[src/rtl/bin2seg_codes.sv]
// Signed binary to seven-segment display codes via sequential double-dabble.
// One magnitude bit per clock; digits update only on completion, blanking and sign placed at the end.
module bin2seg_codes #(
    parameter int WIDTH         = 16,
    parameter bit BLANK_LEADING = 1'b1
) (
    input  logic             clk,
    input  logic             rst,
    input  logic             start,
    input  logic [WIDTH-1:0] value,
    output logic             busy,
    output logic             done,
    output logic [4:0]       digit3,
    output logic [4:0]       digit2,
    output logic [4:0]       digit1,
    output logic [4:0]       digit0
);

    localparam logic [4:0] C_E     = 5'h0E;
    localparam logic [4:0] C_R     = 5'h14;
    localparam logic [4:0] C_NEG   = 5'h16;
    localparam logic [4:0] C_BLANK = 5'h17;

    typedef enum logic [1:0] {
        S_IDLE   = 2'd0,
        S_SHIFT  = 2'd1,
        S_FORMAT = 2'd2
    } state_t;

    state_t r_state;
    state_t w_next;

    // r_bcd[18:16] is the ten-thousands digit: at most 6 for a 16-bit magnitude
    logic [18:0]      r_bcd;
    logic [WIDTH-1:0] r_mag;
    logic             r_neg;
    logic             r_ovf;
    logic [4:0]       r_cnt;
    logic             r_done;
    logic [4:0]       r_dig3, r_dig2, r_dig1, r_dig0;

    logic             w_neg;
    logic [WIDTH-1:0] w_mag;
    logic [16:0]      w_mag_ext;
    logic             w_ovf_in;
    logic [15:0]      w_adj;

    // ---------------- input capture ----------------
    assign w_neg     = value[WIDTH-1];
    assign w_mag     = w_neg ? ((~value) + {{(WIDTH-1){1'b0}}, 1'b1}) : value;
    assign w_mag_ext = 17'(w_mag);
    assign w_ovf_in  = w_neg ? (w_mag_ext > 17'd999) : (w_mag_ext > 17'd9999);

    // Add-3 on the four low BCD digits; the top digit never reaches 5 before its last shift
    for (genvar g = 0; g < 4; g++) begin : g_adj
        assign w_adj[g*4 +: 4] = (r_bcd[g*4 +: 4] >= 4'd5) ? (r_bcd[g*4 +: 4] + 4'd3)
                                                           : r_bcd[g*4 +: 4];
    end

    // ---------------- FSM ----------------
    always_ff @(posedge clk or posedge rst) begin
        if (rst) r_state <= S_IDLE;
        else     r_state <= w_next;
    end

    always_comb begin
        w_next = r_state;
        case (r_state)
            S_IDLE:   if (start) w_next = S_SHIFT;
            S_SHIFT:  if (r_cnt == 5'd1) w_next = S_FORMAT;
            S_FORMAT: w_next = S_IDLE;
            default:  w_next = S_IDLE;
        endcase
    end

    // ---------------- shift datapath ----------------
    always_ff @(posedge clk or posedge rst) begin
        if (rst) begin
            r_bcd <= '0;
            r_mag <= '0;
            r_neg <= 1'b0;
            r_ovf <= 1'b0;
            r_cnt <= '0;
        end else if (r_state == S_IDLE && start) begin
            r_bcd <= '0;
            r_mag <= w_mag;
            r_neg <= w_neg;
            r_ovf <= w_ovf_in;
            r_cnt <= 5'(WIDTH);
        end else if (r_state == S_SHIFT) begin
            r_bcd <= {r_bcd[17:16], w_adj, r_mag[WIDTH-1]};
            r_mag <= {r_mag[WIDTH-2:0], 1'b0};
            r_cnt <= r_cnt - 5'd1;
        end
    end

    // ---------------- formatting ----------------
    logic [3:0]  w_d3, w_d2, w_d1, w_d0;
    logic        w_b3, w_b2, w_b1;
    logic        w_ovf;
    logic [19:0] w_fmt;

    assign w_d3  = r_bcd[15:12];
    assign w_d2  = r_bcd[11:8];
    assign w_d1  = r_bcd[7:4];
    assign w_d0  = r_bcd[3:0];
    // A non-zero ten-thousands digit can only coincide with ovf, kept as a safety net
    assign w_ovf = r_ovf | (r_bcd[18:16] != 3'd0);

    // w_bN: digit N and everything left of it is a leading zero
    assign w_b3 = (w_d3 == 4'd0);
    assign w_b2 = w_b3 && (w_d2 == 4'd0);
    assign w_b1 = w_b2 && (w_d1 == 4'd0);

    always_comb begin
        w_fmt = {C_BLANK, C_BLANK, C_BLANK, C_BLANK};
        if (w_ovf) begin
            w_fmt = {C_E, C_R, C_R, C_BLANK};
        end else if (BLANK_LEADING) begin
            // NEG takes the first blanked slot left of the most significant digit
            w_fmt[19:15] = w_b3 ? ((r_neg && !w_b2) ? C_NEG : C_BLANK) : {1'b0, w_d3};
            w_fmt[14:10] = w_b2 ? ((r_neg && !w_b1) ? C_NEG : C_BLANK) : {1'b0, w_d2};
            w_fmt[9:5]   = w_b1 ? (r_neg ? C_NEG : C_BLANK)            : {1'b0, w_d1};
            w_fmt[4:0]   = {1'b0, w_d0};
        end else begin
            w_fmt[19:15] = r_neg ? C_NEG : {1'b0, w_d3};
            w_fmt[14:10] = {1'b0, w_d2};
            w_fmt[9:5]   = {1'b0, w_d1};
            w_fmt[4:0]   = {1'b0, w_d0};
        end
    end

    // ---------------- output registers ----------------
    always_ff @(posedge clk or posedge rst) begin
        if (rst) begin
            r_done <= 1'b0;
            r_dig3 <= C_BLANK;
            r_dig2 <= C_BLANK;
            r_dig1 <= C_BLANK;
            r_dig0 <= C_BLANK;
        end else begin
            r_done <= (r_state == S_FORMAT);
            if (r_state == S_FORMAT) begin
                r_dig3 <= w_fmt[19:15];
                r_dig2 <= w_fmt[14:10];
                r_dig1 <= w_fmt[9:5];
                r_dig0 <= w_fmt[4:0];
            end
        end
    end

    assign busy   = (r_state != S_IDLE);
    assign done   = r_done;
    assign digit3 = r_dig3;
    assign digit2 = r_dig2;
    assign digit1 = r_dig1;
    assign digit0 = r_dig0;

endmodule

[config.mk]
export PLATFORM = sky130hd
export DESIGN_NAME = bin2seg_codes
export DESIGN_NICKNAME = d
export VERILOG_FILES = /design/src/rtl/bin2seg_codes.sv
export SDC_FILE = /design/constraint.sdc
export NUM_CORES = 1
export LEC_CHECK = 0
export ABC_AREA = 0
export BUFFER_PORTS_ARGS = -buffer_cell sky130_fd_sc_hd__buf_2
export CORE_MARGIN = 10
export CORE_UTILIZATION = 30
export CTS_CLUSTER_SIZE = 20
export DETAILED_ROUTE_END_ITERATION = 12
export GPL_TIMING_DRIVEN = 0
export PLACE_DENSITY = 0.48
export SKIP_LAST_GASP = 1
export SLEW_MARGIN = 30
export SYNTH_ARGS = -nofsm -noshare
export SYNTH_HDL_FRONTEND = slang
export SYNTH_SLANG_ARGS = --single-unit
[constraint.sdc]
create_clock -name clk -period 2.27 [get_ports clk]
set_input_delay 0.3405 -clock clk [delete_from_list [all_inputs] [get_ports clk]]
set_output_delay 0.3405 -clock clk [all_outputs]
set_load 0.03 [all_outputs]
# Yosys cells after proc, flatten, opt, wreduce, memory -nomap -nowiden
# Index checks and enable logic that the tools add are counted.
[word_totals]
regBits = 65
input_bits = 19
out_inout_bits = 22
word_cells = 67
[classes]
n_addsub = 6
n_lt_le_gt_ge = 6
eq_ne = 5
muxes = 22
n_bitwise = 2
n_reduce_logical = 15
[ops]
columns = ["operator", "n"]
rows = [
  ["$mux W16", 3],
  ["$mux W19", 2],
  ["$mux W5", 5],
  ["$mux W20", 1],
  ["$add A16 B1 Y16 const B", 1],
  ["$add A4 B2 Y4 const B", 4],
  ["$ge A4 B3 Y1 const B", 4],
  ["$gt A16 B10 Y1 const B", 1],
  ["$gt A16 B14 Y1 const B", 1],
  ["$mux W4", 4],
  ["$not A16 Y16", 1],
  ["$logic_not A4 Y1", 3],
  ["$eq A5 B1 Y1 const B", 1],
  ["$logic_and A1 B1 Y1", 5],
  ["$sub A5 B1 Y5 const B", 1],
  ["$mux W1", 4],
  ["$mux W2", 2],
  ["$ne A2 B2 Y1 const B", 2],
  ["$pmux W2 S2", 1],
  ["$reduce_bool A2 Y1", 2],
  ["$reduce_bool A3 Y1", 1],
  ["$eq A2 B1 Y1 const B", 1],
  ["$eq A2 B2 Y1 const B", 1],
  ["$logic_not A1 Y1", 2],
  ["3 further kinds", 3],
]

# Longest topological paths before layout
# Gate-level depths: netlist of the first run.
[logic_depth]
ltp_word = 8
depth_mapped = 8
ltp_nobuf = 8

# Worst setup path after synthesis of the first run
# OpenSTA, ideal clock, no wires.
[synth_path]
path_kind = "input port to flip-flop"
startpoint = "input port value[0]"
endpoint = "register r_mag[12]"
setup_time_ns = 0.130
arrival_time_ns = 2.285
required_ns = 2.140
setup_slack_ns = -0.145
path_stages = 8
n_path_buf = 0
path_cell_list = "inv_1 > ha_1 > or4b_4 > or3_4 > or4_4 > o31ai_4 > xor2_1 > o21ai_1"
[synth_via]
elab_chain_cells = 4
[synth_lines]
columns = ["item", "line_no", "rtl"]
rows = [
  ["start, declared", "10", "input logic [WIDTH-1:0] value,"],
  ["$not A16 Y16", "50", "assign w_mag = w_neg ? ((~value) + {{(WIDTH-1){1'b0}}, 1'b1}) : value;"],
  ["$add A16 B1 Y16", "50", ""],
  ["$mux W16", "50", ""],
  ["$mux W16", "84", "end else if (r_state == S_IDLE && start) begin"],
  ["end signal, assigned", "86", "r_mag <= w_mag;"],
  ["end signal, assigned", "92", "r_mag <= {r_mag[WIDTH-2:0], 1'b0};"],
  ["end, declared", "35", "logic [WIDTH-1:0] r_mag;"],
]
# No other way between the ends.
# A chain may end at the register's enable or synchronous reset.

# Final worst setup path of the first run
[layout_path]
startpoint = "input port value[1]"
endpoint = "register r_mag[12]"
# The elaborated chain is that of the path after synthesis.

==> reports/qor.yml, run 1 <==
status: "complete, no violations"
synth-seq-cells: 65
vdd_drop_max_v: 0.000391
drtIter0Drc: 136
worstSetupPathType: "in2reg"
arrival_ps: 2400
synth.most_common_cell: "o21ai_0"
die_h_um: 128
clk_pin_slew_worst_paths_ps: 50
cp_max_fo: 6
finalWirelength_mm: 8.59
layout-drive-gt1-share_pct: 19.0
ys.flop_type: "dfrtp_1"
track_usage_pct: 10.7
min_path_type: "in2async"
synth_fp_nets: 412
timing.rr.start: "r_bcd[12]$_DFFE_PP0P_"
met1_usage_pct: 14.2
dr.pass1.iters: 4
r2r_cells: 7
synth.top_cell.area_share_pct: 34.8
vias: 2928
cts_buffers: 9
setup-tns-final_ps: 0
start_util_pct: 30.8
wl_per_cell_um: 14.8
synth_seq_area_share_pct: 46.7
synth_cells: 380
critPathLaunch: "value[1]"
post_drt_via_cell_ratio: 5.05
clk_latency_ps: 320
antenna_found_initial: 0
ios: 41
multi_input_area_sq_mm: 0.00176
dieArea_sq_mm: 0.0165
synth.avg_cell_area_sq_um: 9.29
drc: 0
fin_nets: 464
port_buffers: 37
worstMarginPinSlew_ps: 603
finalCriticalPeriod_ps: 2210
fill_cells: 1181
overflow: 0
postPlaceCellArea_sq_mm: 0.00395
grt_pass1_vias: 2966
cellPowerDensity_mw_per_mm2: 1160
required_ps: 2470
final_area_sq_mm: 0.00429
core_sq_mm: 0.0115
hpwl_mm: 6.49
relSlewSlack_pct: 59.2
finalHoldViolations: 0
final_max_slew_viol_count: 0
fmax_mhz: 453
max-cap-violations: 0
htreeDepth: 3
p_leak_nw: 1.80
final-setup-viol-count: 0
finalCritPeriodShare_pct: 97.3
regToRegSetupSlack_ps: 200
grt_util_met2_pct: 16.5
finalClockSkew_ps: 7.36
power_mw: 4.97
cts_root_buf: "clkbuf_16"
busiest_layer: "met2"
cp-end-kind: "flop"
grt_pass1_wl_mm: 14.6
grt_use_met3_pct: 2.59
antennaDiodeCount: 0
cts.path.max_buffers: 2
postRouteAntennaNets: 0
postCtsHoldBufs: 0
ys_types: 44
synthTopCellsByArea: "dfrtp_1 35%, dfstp_2 12%, o21ai_0 7.5%, ha_1 4.6%, nand2_1 3.9%"
clkSinkCount: 65
synth_area_sq_mm: 0.00353
synth_warnings: 0
die_w_um: 128
timing.rr.end: "digit1[0]$_DFFE_PP1P_"
yosys-top-cells-count: "53 x o21ai_0, 49 x dfrtp_1, 37 x nand2_1, 26 x nand3_1, 21 x nor2_1"
synth-edff-count: 0
grt_max_degree: 38
synthArstFlopShare_pct: 100
cts_tree: "done"
yosysTopAreaCell: "dfrtp_1"
num_rows: 39
startpoint_type: "input pin"
regArea_sq_mm: 0.00165
areaGrowthSynthToFinish_pct: 21.6
gp_congestion: 0.837
what timing repair did:
action	4_1_cts	5_1_grt
gates resized for setup	1	2
setup buffers	1	2
pin swaps	0	3
hold endpoints to repair	0	0
endpoints found under the setup margin	2	2
worst max-delay path by stage:
stage / end / slack [ps] / cells after the start
finish: r_mag[12]$_DFFE_PP0P_ / 60 / 9
global placement: r_cnt[4]$_DFFE_PP0P_ / -600 / 2
detailed placement: r_mag[12]$_DFFE_PP0P_ / -360 / 9
floorplan: r_mag[12]$_DFFE_PP0P_ / -40 / 8
CTS: r_mag[12]$_DFFE_PP0P_ / 30 / 9
global route: r_ovf$_DFFE_PP0P_ / -2 / 9
layer usage:
| layer | part of all wire, % | vias up |
|---|---|---|
| li1 | - | 1471 |
| met3 | 4.6 | 6 |
| met1 | 49 | 1404 |
| met4 | 1.1 | 0 |
| met2 | 46 | 47 |
| met5 | 0 | - |
layout make-up:
cell class / instances / share of cell area [%]
tap: 143 / 4.17
multi-input combinational: 278 / 40.9
clock buffer: 12 / 6.21
timing repair buffer: 41 / 5.36
sequential: 65 / 38.4
inverter: 16 / 1.87
buffer: 21 / 1.92
clock inverter: 4 / 1.17
state kept, by name (all words and copies together), names as in the netlist:
name and flops:
digit3 5, done 1, r_mag 16, digit0 5, digit1 5, r_neg 1, r_cnt 5, r_state 2
r_bcd 19, digit2 5, r_ovf 1
cell usage in the layout (no fill, tap or decap), types with 3 or more instances in the layout:
cell,instances
o31ai_1,6
o22a_1,4
o21ai_0,53
xnor2_1,7
nand3_1,26
a22oi_1,13
a32o_1,3
dfstp_2,16
o32a_1,4
or3_1,4
nand2_1,37
a22o_1,4
a21oi_1,16
nor2_1,21
or4_1,3
buf_4,5
xor2_1,12
clkbuf_1,19
nand2b_1,7
nor3b_1,3
mux2i_1,3
ha_1,12
nor3_1,6
and2_1,4
dfrtp_1,49
clkbuf_8,3
nor4_1,3
clkbuf_16,9
inv_1,13
nor2b_1,6
buf_2,36
critical path: stages:
cell and delay [ps]:
buf_4 150, inv_12 50, ha_4 140, or4b_4 470, or3_4 350, or4_4 460, o31ai_4 190, xor2_1 170
o21ai_1 70
power breakdown:
part	total (mW)	switching [mW]	internal, mW	leakage [nW]
logic	1.68	1.01	0.665	0.867
registers	1.87	0.326	1.54	0.783
clock network	1.42	0.485	0.937	0.151
logic make-up (layout without fill, tap and decap cells):
logic type / Yosys count / in the layout / share of synthesized area, %
AOI/OAI and AO/OA: 113 / 113 / 20.4
buffers and inverters: 37 / 94 / 4.04
DFF: 65 / 65 / 46.7
adders and majority gates: 13 / 13 / 4.61
muxes: 3 / 3 / 0.851
xor gates and xnor gates: 19 / 19 / 4.72
and+or+nand+nor: 130 / 130 / 18.8
metrics by stage:
stage / setup slack [ps] / std cells / hold WS [ps] / util, %
2_1_floorplan: -37.9 / 380 / 448 / -
3_3_place_gp: -599 / 560 / 443 / 34.2
3_5_place_dp: -358 / 561 / 367 / 34.4
4_1_cts: 31.0 / 578 / 23.5 / 37.3
5_1_grt: -2.32 / 580 / 47.8 / 37.4
6_report: 61.2 / 580 / 12.4 / 37.4
No activity file was read; power rests on OpenSTA's default activity.
==> run 2: changes to the inputs <==
CTS_BUF_LIST = sky130_fd_sc_hd__clkbuf_16   (was default)
SLEW_MARGIN = 20   (was 30)
==> reports/qor.yml, run 2 (synthesized netlist as in run 1, its figures left out) <==
status: "complete, no violations"
seqPwrFrac_pct: 38.2  # +0.7 points
finalCriticalPeriod_ps: 2200  # -3.84 ps
grt_pass1_wl_mm: 14.5  # -0.28%
dr.pass1.iters: 4  # unchanged
antennaDiodeCount: 0  # unchanged
fin_nets: 466  # +0.43%
max-cap-violations: 0  # unchanged
layout-drive-gt1-share_pct: 18.7  # -0.31 points
clk_pin_slew_worst_paths_ps: 50  # about the same
post-route-util_pct: 37.3  # -0.13 points
cp-end-kind: "flop"
overflow: 0  # unchanged
final-setup-viol-count: 0  # unchanged
ios: 41  # unchanged
finalClockSkew_ps: 5.80  # -1.57 ps
required_ps: 2470  # about the same
internal_power_mw: 3.04  # -3.2%
start_util_pct: 30.8  # unchanged
final_max_slew_viol_count: 0  # unchanged
post_drt_via_cell_ratio: 5.06  # +0.30%
fin_ws_ps: 65.0  # +3.84 ps
finalCritPeriodShare_pct: 97.1  # -0.17 points
regMostFlops: "r_bcd"
startpoint_type: "input pin"
finalWirelength_mm: 8.67  # +0.99%
core_sq_mm: 0.0115  # unchanged
gp_congestion: 0.837  # unchanged
num_rows: 39  # unchanged
grt_pass1_vias: 2953  # -0.44%
most-common-layout-cells: "53 x o21ai_0, 49 x dfrtp_1, 37 x nand2_1, 36 x buf_2, 26 x nand3_1"
rsz0062_at_grt: "false"
die_w_um: 128  # unchanged
relSlewSlack_pct: 59.4  # +0.17 points
drtIter0Drc: 158  # +16%
vdd_drop_max_v: 0.000405  # +3.6%
clkPwrFrac_pct: 27.2  # -1.4 points
finalHoldViolations: 0  # unchanged
vias: 2947  # +0.65%
cellPowerDensity_mw_per_mm2: 1140  # -1.5%
worstMarginPinSlew_ps: 601  # -2.50 ps
dp_slack_ps: -358  # unchanged
fmax_mhz: 454  # +0.17%
cts_root_buf: "clkbuf_16"
hpwl_mm: 6.49  # unchanged
largest_reg_flops: 19  # unchanged
sw_frac_of_total_pct: 37.6  # +0.89 points
port_buffers: 37  # unchanged
die_h_um: 128  # unchanged
final_area_sq_mm: 0.00428  # -0.35%
p_leak_nw: 1.79  # -0.37%
areaGrowthSynthToFinish_pct: 21.2
postRouteAntennaNets: 0  # unchanged
final_common_cell: "o21ai_0"
p_sw_mw: 1.84  # +0.57%
power_mw: 4.88  # -1.8%
clkSinkCount: 65  # unchanged
hold_slack_ps: 3.66  # -8.76 ps
wl_per_cell_um: 14.9  # +0.64%
cp_max_fo: 5  # -1
cts.path.max_buffers: 2  # unchanged
antenna_found_initial: 0  # unchanged
grt_max_degree: 38  # unchanged
worstSetupPathType: "in2reg"
postPlaceCellArea_sq_mm: 0.00395  # unchanged
top_regs: "r_bcd (19), r_mag (16)"
clk_latency_ps: 330  # about the same
r2r_cells: 7  # unchanged
arrival_ps: 2400  # about the same
drc: 0  # unchanged
power_frac_comb_pct: 34.6  # +0.8 points
htreeDepth: 3  # unchanged
cts_buffers: 9  # unchanged
track_usage_pct: 10.7  # -0.014 points
cts_tree: "done"
dieArea_sq_mm: 0.0165  # unchanged
min_path_type: "in2async"
run 2: final cells by class:
class                      instances  area (sq um)
tap                              143           179
fill                            1182          7190
timing repair buffer              43           245
multi-input combinational        278          1760
buffer                            21          82.6
sequential                        65          1650
clock buffer                       9           225
inverter                          16          80.1
clock inverter                     7          61.3
run 2: power by group through the flow:
stage               Clock, mW  Sequential [mW]  Combinational (mW)
floorplan                   0             1.81                1.26
global placement            0             1.87                1.67
CTS                      1.35             1.86                1.73
finish                   1.33             1.87                1.69
global route             1.40             1.93                1.95
detailed placement          0             1.88                1.71
run 2: timing repair:
action,in CTS,in global routing
pin swaps,0,3
hold buffers,0,0
setup endpoints to repair,2,2
buffers inserted,1,4
gates resized for setup,1,2
run 2: path summary, 6_finish.rpt:
| check | endpoint | slack [ps] | from |
|---|---|---|---|
| min in group clk | r_mag[0]$_DFFE_PP0P_ | 340 | value[0] |
| hold reg to reg | digit1[1]$_DFFE_PP1P_ | 450 | digit1[1]$_DFFE_PP1P_ |
| max in group asynchronous | digit0[2]$_DFFE_PP1P_ | 1700 | rst |
| setup reg to reg | digit1[0]$_DFFE_PP1P_ | 210 | r_bcd[12]$_DFFE_PP0P_ |
| setup / recovery | r_mag[12]$_DFFE_PP0P_ | 70 | value[1] |
| hold / removal | digit3[3]$_DFFE_PP0P_ | 4 | rst |
run 2: metrics by stage:
| stage | std cells | TNS [ps] |
|---|---|---|
| 6_report | 582 | 0 |
| 5_1_grt | 582 | 0 |
| 4_1_cts | 578 | 0 |
| 3_5_place_dp | 561 | -1000 |
| 3_3_place_gp | 560 | -30160 |
| 2_1_floorplan | 380 | -53.0 |
run 2: layer usage:
metal | wire (um) | up-vias | global-route usage, %
met4 | 147 | 0 | 4.37
li1 | - | 1478 | -
met5 | 0 | - | 0
met2 | 3890 | 55 | 16.4
met1 | 4190 | 1403 | 14.2
met3 | 445 | 11 | 2.59
run 2: worst max-delay path, stage by stage:
cell,delay (ps)
buf_4,150
inv_12,50
ha_4,140
or4b_4,470
or3_4,350
or4_4,470
o31ai_4,190
xor2_1,180
o21ai_1,70
==> run 3: changes to the inputs <==
CTS_BUF_LIST = sky130_fd_sc_hd__clkbuf_8 sky130_fd_sc_hd__clkbuf_16   (was sky130_fd_sc_hd__clkbuf_16)
clock period = 2.2 ns   (was 2.27 ns; I/O delays follow)
==> reports/qor.yml, run 3 (synthesized netlist as in run 1, its figures left out) <==
drtIter0Drc: 145  # -8.2%
layout.cells.non_filler: 582  # unchanged
wl_per_cell_um: 15.0  # +0.50%
vias: 2934  # -0.44%
relSlewSlack_pct: 58.9  # -0.51 points
die_w_um: 128  # unchanged
dr.pass1.iters: 4  # unchanged
r2r_cells: 7  # unchanged
overflow: 0  # unchanged
grt_pass1_vias: 2965  # +0.41%
post_drt_via_cell_ratio: 5.04  # -0.44%
startpoint_type: "input pin"
finalWirelength_mm: 8.72  # +0.50%
top_regs: "r_bcd (19), r_mag (16)"
dp_slack_ps: -418  # -59.5 ps
final_common_cell: "o21ai_0"
cts_root_buf: "clkbuf_16"
busiest_layer: "met2"
postCtsHoldBufs: 0  # unchanged
met1_usage_pct: 14.2  # about the same
cp_max_fo: 4  # -1
worstSetupPathType: "in2reg"
grt_util_met2_pct: 16.4  # +0.030 points
timing.rr.end: "digit1[0]$_DFFE_PP1P_"
regMostFlops: "r_bcd"
hpwl_mm: 6.49  # unchanged
cp_slowest_cell: "or4_4"
cp.buffers_inverters: 2  # unchanged
finalCriticalPeriod_ps: 2170
p_leak_nw: 1.82  # +1.4%
die_h_um: 128  # unchanged
finalClockSkew_ps: 5.06  # -0.732 ps
critPathLaunch: "value[0]"
regToRegSetupSlack_ps: 210  # about the same
fill_cells: 1178  # -0.34%
largest_reg_flops: 19  # unchanged
areaGrowthSynthToFinish_pct: 22.5
grt_max_degree: 38  # unchanged
num_rows: 39  # unchanged
worstMarginPinSlew_ps: 608  # +7.47 ps
crit_path_cell_trace: "buf_4 > inv_6 > ha_4 > or4b_4 > or3_4 > or4_4 > o31ai_4 > xor2_1 > o21ai_1"
crit_family: "simple AND/OR/NAND/NOR gates"
cp-end-kind: "flop"
fmax_mhz: 461
fin_ws_ps: 30.5  # -34.5 ps
fin_nets: 466  # unchanged
clkSinkCount: 65  # unchanged
htreeDepth: 3  # unchanged
post-route-util_pct: 37.7  # +0.40 points
finalHoldViolations: 4  # +4
grt_use_met3_pct: 2.59  # unchanged
ios: 41  # unchanged
most-common-layout-cells: "53 x o21ai_0, 49 x dfrtp_1, 37 x nand2_1, 35 x buf_2, 26 x nand3_1"
start_util_pct: 30.8  # unchanged
max-cap-violations: 0  # unchanged
core_sq_mm: 0.0115  # unchanged
finalCritPeriodShare_pct: 98.6
timing.rr.start: "r_bcd[12]$_DFFE_PP0P_"
cts_tree: "done"
arrival_ps: 2370  # -30 ps
track_usage_pct: 10.7  # about the same
gp_congestion: 0.837  # unchanged
required_ps: 2400  # -70 ps
clk_pin_slew_worst_paths_ps: 50  # about the same
port_buffers: 37  # unchanged
hold_slack_ps: -6.39  # -10.0 ps
slowest_delay_ps: 470  # about the same
dieArea_sq_mm: 0.0165  # unchanged
violations: "hold timing"
power_mw: 5.16  # +5.8%
postRouteAntennaNets: 0  # unchanged
rsz0062_at_grt: "true"
cts.path.max_buffers: 2  # unchanged
vdd_drop_max_v: 0.000418  # +3.2%
cts_buffers: 9  # unchanged
grt_pass1_wl_mm: 14.6  # +0.19%
min_path_type: "in2async"
clk_latency_ps: 330  # about the same
antenna_found_initial: 0  # unchanged
antennaDiodeCount: 0  # unchanged
dp.cells: 561  # unchanged
final_max_slew_viol_count: 0  # unchanged
status: "finished with violations"
final-setup-viol-count: 0  # unchanged
drc: 0  # unchanged
layout-drive-gt1-share_pct: 19.6  # +0.91 points
cellPowerDensity_mw_per_mm2: 1190  # +4.7%
## run 3: how the worst max path moves through the flow
stage	to	slack (ps)	depth (start not counted)
floorplan	r_mag[12]$_DFFE_PP0P_	-100	8
global placement	r_cnt[4]$_DFFE_PP0P_	-660	2
detailed placement	r_mag[12]$_DFFE_PP0P_	-420	9
CTS	r_mag[12]$_DFFE_PP0P_	-3	9
global route	r_mag[12]$_DFFE_PP0P_	-8	9
finish	r_mag[12]$_DFFE_PP0P_	30	9
## run 3: area by class of cell
cell class                      instances  area (sq um)  area share (%)
Multi-Input combinational cell        278          1760            40.8
Sequential cell                        65          1650            38.1
Clock buffer                           12           267            6.16
Timing Repair Buffer                   44           259            5.99
Tap cell                              143           179            4.14
Inverter                               16          80.1            1.85
Buffer                                 20          78.8            1.82
Clock inverter                          4          50.0            1.16
## run 3: layer usage
metal	share of wire [%]	vias to the layer above
met5	0	-
met4	1.7	0
met3	5.2	11
met2	45	54
met1	48	1395
li1	-	1474
## run 3: through the flow
step | setup TNS (ps) | area [sq um]
2_1_floorplan | -172 | 3560
3_3_place_gp | -33840 | 3920
3_5_place_dp | -1380 | 3950
4_1_cts | -2.53 | 4280
5_1_grt | -10.0 | 4320
6_report | 0 | 4320
## run 3: timing repair
item / 4_1_cts / 5_1_grt
gates resized for setup: 2 / 3
pin swaps: 1 / 3
setup buffers: 1 / 5
gates cloned: 0 / 0
endpoints found under the setup margin: 6 / 10
## run 3: power breakdown
group	internal, mW	switching [mW]
clock network	0.967	0.510
logic	0.699	1.05
registers	1.59	0.344
